<file path="src/rtl/uart_tx_arbiter.sv">
// Shares one UART TX core between two byte requesters, round-robin per packet.
// Latency: valid in IDLE -> ready +1 cycle; capture -> tx_start +1 cycle when the core is idle.
// Backpressure: reqN_ready only in LOAD for the owner; tx_busy holds START/WAIT states.
module uart_tx_arbiter #(
  parameter int TIMEOUT_CYCLES = 1024,
  parameter int CNT_W          = 11
) (
  input  logic       clock,
  input  logic       reset_n,
  input  logic       req0_valid,
  input  logic [7:0] req0_data,
  input  logic       req0_last,
  output logic       req0_ready,
  input  logic       req1_valid,
  input  logic [7:0] req1_data,
  input  logic       req1_last,
  output logic       req1_ready,
  output logic       tx_start,
  output logic [7:0] tx_data,
  input  logic       tx_busy,
  output logic [1:0] grant,
  output logic       timeout
);

  typedef enum logic [2:0] {
    IDLE      = 3'd0,
    LOAD      = 3'd1,
    START     = 3'd2,
    WAIT_ACK  = 3'd3,
    WAIT_DONE = 3'd4
  } state_t;

  localparam logic [CNT_W-1:0] CNT_MAX = CNT_W'(TIMEOUT_CYCLES - 1);

  state_t           state;
  logic [CNT_W-1:0] cnt;
  logic             last_flag;
  // Index of the requester served most recently; the other one wins a tie.
  logic             last_served;

  logic       own_valid;
  logic [7:0] own_data;
  logic       own_last;

  // Owner mux: grant is one-hot whenever it matters (outside IDLE).
  assign own_valid = grant[1] ? req1_valid : req0_valid;
  assign own_data  = grant[1] ? req1_data  : req0_data;
  assign own_last  = grant[1] ? req1_last  : req0_last;

  // Ready is a pure decode so a byte is taken the same cycle the owner presents it.
  assign req0_ready = (state == LOAD) && grant[0] && req0_valid;
  assign req1_ready = (state == LOAD) && grant[1] && req1_valid;

  // Start pulse is tied to the START cycle in which the core reports idle.
  assign tx_start = (state == START) && !tx_busy;

  // Arbitration, byte sequencing and idle-timeout state machine.
  always_ff @(posedge clock or negedge reset_n) begin
    if (!reset_n) begin
      state       <= IDLE;
      grant       <= 2'b00;
      tx_data     <= 8'h00;
      timeout     <= 1'b0;
      cnt         <= '0;
      last_flag   <= 1'b0;
      last_served <= 1'b1;
    end else begin
      timeout <= 1'b0;
      case (state)
        IDLE: begin
          if (req0_valid && (!req1_valid || last_served)) begin
            grant <= 2'b01;
            state <= LOAD;
          end else if (req1_valid) begin
            grant <= 2'b10;
            state <= LOAD;
          end
        end
        LOAD: begin
          if (own_valid) begin
            tx_data   <= own_data;
            last_flag <= own_last;
            cnt       <= '0;
            state     <= START;
          end else if (cnt == CNT_MAX) begin
            timeout     <= 1'b1;
            last_served <= grant[1];
            grant       <= 2'b00;
            cnt         <= '0;
            state       <= IDLE;
          end else begin
            cnt <= cnt + CNT_W'(1);
          end
        end
        START: begin
          if (!tx_busy) state <= WAIT_ACK;
        end
        WAIT_ACK: begin
          if (tx_busy) state <= WAIT_DONE;
        end
        WAIT_DONE: begin
          if (!tx_busy) begin
            if (last_flag) begin
              last_served <= grant[1];
              grant       <= 2'b00;
              state       <= IDLE;
            end else begin
              state <= LOAD;
            end
          end
        end
        default: state <= IDLE;
      endcase
    end
  end

endmodule

</file>
<file path="config.mk">
export PLATFORM = sky130hd
export DESIGN_NAME = uart_tx_arbiter
export DESIGN_NICKNAME = d
export VERILOG_FILES = /design/src/rtl/uart_tx_arbiter.sv
export SDC_FILE = /design/constraint.sdc
export NUM_CORES = 1
export LEC_CHECK = 0
export CAP_MARGIN = 5
export CORE_ASPECT_RATIO = 1.4
export CORE_UTILIZATION = 25
export CTS_CLUSTER_SIZE = 24
export DETAILED_ROUTE_END_ITERATION = 6
export GPL_TIMING_DRIVEN = 0
export PLACE_DENSITY = 0.52
export SYNTH_ARGS = -nofsm -noshare
export SYNTH_HDL_FRONTEND = slang
export SYNTH_SLANG_ARGS = --single-unit
</file>
<file path="constraint.sdc">
create_clock -name clock -period 2.1 [get_ports clock]
set_input_delay 0.315 -clock clock [delete_from_list [all_inputs] [get_ports clock]]
set_output_delay 0.315 -clock clock [all_outputs]
set_load 0.005 [all_outputs]
</file>
==> impl_metrics.tcl <==
set metrics [dict create \
    track_usage_pct 12.9 \
    h-tree-depth 1 \
    fmax_ghz 0.542 \
    cts_made_buffers 3 \
    rows 33 \
    portBuffers 36 \
    end_kind "flip-flop" \
    routed_wl_um 3680 \
    setup_violations 0 \
    design_area_sq_um 2070 \
    pin_count 37 \
    clock_path_buffers 2 \
    final_cell_mix "clkdlybuf4s50_1, dfrtp_1, o21ai_0, nand2_1, mux2i_1" \
    gp_congestion 0.754 \
    synth_ff_type "dfrtp_1" \
    antenna_left 0 \
    wire_per_inst_um 13.6 \
    nFillCells 620 \
    worstPathRequired_ns 2.27 \
    grt_max_degree 28 \
    path_clk_slew_ns 0.10 \
    ir_drop_mv 0.396 \
    powerDensity_nw_per_um2 1130 \
    fin_nets 226 \
    min_period_ns 1.85 \
    hold_class "input pin to async pin" \
    wl_met1_um 1630 \
    finalHoldViolations 0 \
    async_reset_ff_share_pct 100 \
    synth_top_area_share_pct 42.7 \
    clk_latency_ns 0.28 \
    cts_tree "built" \
    dpl.hpwl_um 2690 \
    rsz0062_at_grt "no" \
    synth.area.top_cells "dfrtp_1, mux2i_1, o21ai_0, nand2_1, a21oi_1" \
    synth_nets 183 \
    start_util_pct 26.0 \
    drtIter0Drc 23 \
    syn_avg_cell_area_sq_um 9.58 \
    cp-start-kind "flip-flop" \
    num_vias 1321 \
    yosysWarnings 0 \
    critical_path_arrival_ns 2.02 \
    first_pass_iters 4 \
    status "complete, no violations" \
    leakagePower_nw 0.923 \
    antenna_found_initial 0 \
    die_x_um 68.0 \
    antenna_cells 0 \
    cts-root-buf "clkbuf_8" \
    r2r_cells 5 \
    timing.rr.end "state[0]" \
    critPathLaunch "cnt[0]" \
    grt_first_pass_wirelength_um 6380 \
    max_cap_violations 0 \
    yosysSeqAreaShare_pct 44.5 \
    wl_met3_um 102 \
    syn-cell-area_sq_um 1520 \
    postSynthCellCount 159 \
    final_common_cell "clkdlybuf4s50_1" \
    fin_skew_ns 0.00277 \
    vias_per_cell 4.87 \
    synth_seq_cells 27 \
    max_slew.worst_pin.slew_ns 0.639 \
    hold_slack_ns 0.0444 \
    cts.sink_count 27 \
    drive_above_1_share_pct 12.4 \
    dpl-instance-area_sq_um 1970 \
    area_delta_synth_final_pct 35.8 \
    first_global_vias 1338 \
    critical_path_class "flip-flop to flip-flop" \
    critPathMaxFanout 7 \
    max_slew_margin_pct 57.4 \
    die_height_um 94.3 \
    routed-wl-met2_um 1910 \
    rrSetupSlack_ns 0.25 \
    final.period_utilization_pct 87.9 \
    yosysTopAreaCell "dfrtp_1" \
    synth_edf_count 0 \
    post-route-drc-count 0 \
    drv_slew 0 \
    die-area_sq_um 6410 \
    grt_overflow_total 0 \
    core_sq_um 5860 \
    routed.top_layer "met4" \
    timing.rr.start "cnt[0]" \
    synth_cell_type_count 43 \
]
## final cells by class
type	count	area, sq um	share of cell area (%)
plain buffers	9	55.1	2.66
repair buffers	39	385	18.6
well taps	70	87.6	4.23
flip-flops and latches	27	677	32.7
multi-input cells	115	788	38.1
clock buffers	3	41.3	2.00
clock inverters	1	7.51	0.363
inverters	7	26.3	1.27
## synthesized netlist by cell type, types with 4 or more instances
library cell	number
a21oi_1	10
buf_2	6
dfrtp_1	26
inv_1	7
mux2i_1	12
nand2_1	16
nand2b_1	5
nand3_1	5
nor2_1	4
o21ai_0	18
or3_1	5
## metrics by stage
step	setup slack (ns)	instances	setup TNS (ns)	total power, mW	utilization (%)
4_1_cts	0.0319	269	0	2.35	34.8
5_1_grt	0.115	271	0	2.55	35.3
6_report	0.255	271	0	2.34	35.3
3_3_place_gp	-0.0321	265	-0.0321	1.98	33.6
3_5_place_dp	0.00261	265	0	1.99	33.6
2_1_floorplan	0.465	159	0	1.54	-
## routing by layer
metal / up-vias / GRT usage [%]
met2: 36 / 22.1
met5: - / 0
met1: 621 / 16.2
met4: 0 / 4.69
li1: 662 / -
met3: 2 / 1.57
## power breakdown
| group | leakage [nW] | total [mW] | internal (mW) | switching, mW |
|---|---|---|---|---|
| Combinational | 0.551 | 1.22 | 0.633 | 0.585 |
| Clock | 0.0217 | 0.317 | 0.135 | 0.182 |
| Sequential | 0.350 | 0.804 | 0.687 | 0.117 |
## registers in the layout, summed over array words and instances, names as in the netlist
signal / cells
grant: 2
timeout: 1
last_flag: 1
state: 3
cnt: 11
last_served: 1
tx_data: 8
## worst max-delay path by stage
stage	depth (start not counted)	slack, ns	end
5_1_grt	5	0.11	grant[0]
3_3_place_gp	4	-0.03	req1_ready
3_5_place_dp	4	0.003	req1_ready
2_1_floorplan	5	0.47	grant[1]
6_report	5	0.25	state[0]
4_1_cts	4	0.03	req0_ready
## cell families (layout without fill, tap and decap cells)
logic type,count (synthesis),after routing,share of synthesized area [%]
xor gates and xnor gates,1,1,0.575
and+or+nand+nor,53,53,19.2
muxes,15,15,10.4
adders and majority gates,1,1,0.822
AOI/OAI and AO/OA,45,45,19.4
buffers and inverters,17,59,5.18
DFF,27,27,44.5
## what timing repair did
item                       in CTS  in global routing
resized for setup               5                  4
hold buffers                    0                  0
setup buffers                   1                  2
gates cloned                    0                  0
pin swaps                       0                  1
setup endpoints to repair       3                  4
## critical path, stage by stage, from the launching register on
cell	delay [ns]
dfrtp_1	0.41
ha_1	0.23
nand3_1	0.26
o311ai_4	0.52
o221ai_2	0.18
mux2i_1	0.14
Power figures use the tool's default switching activity.
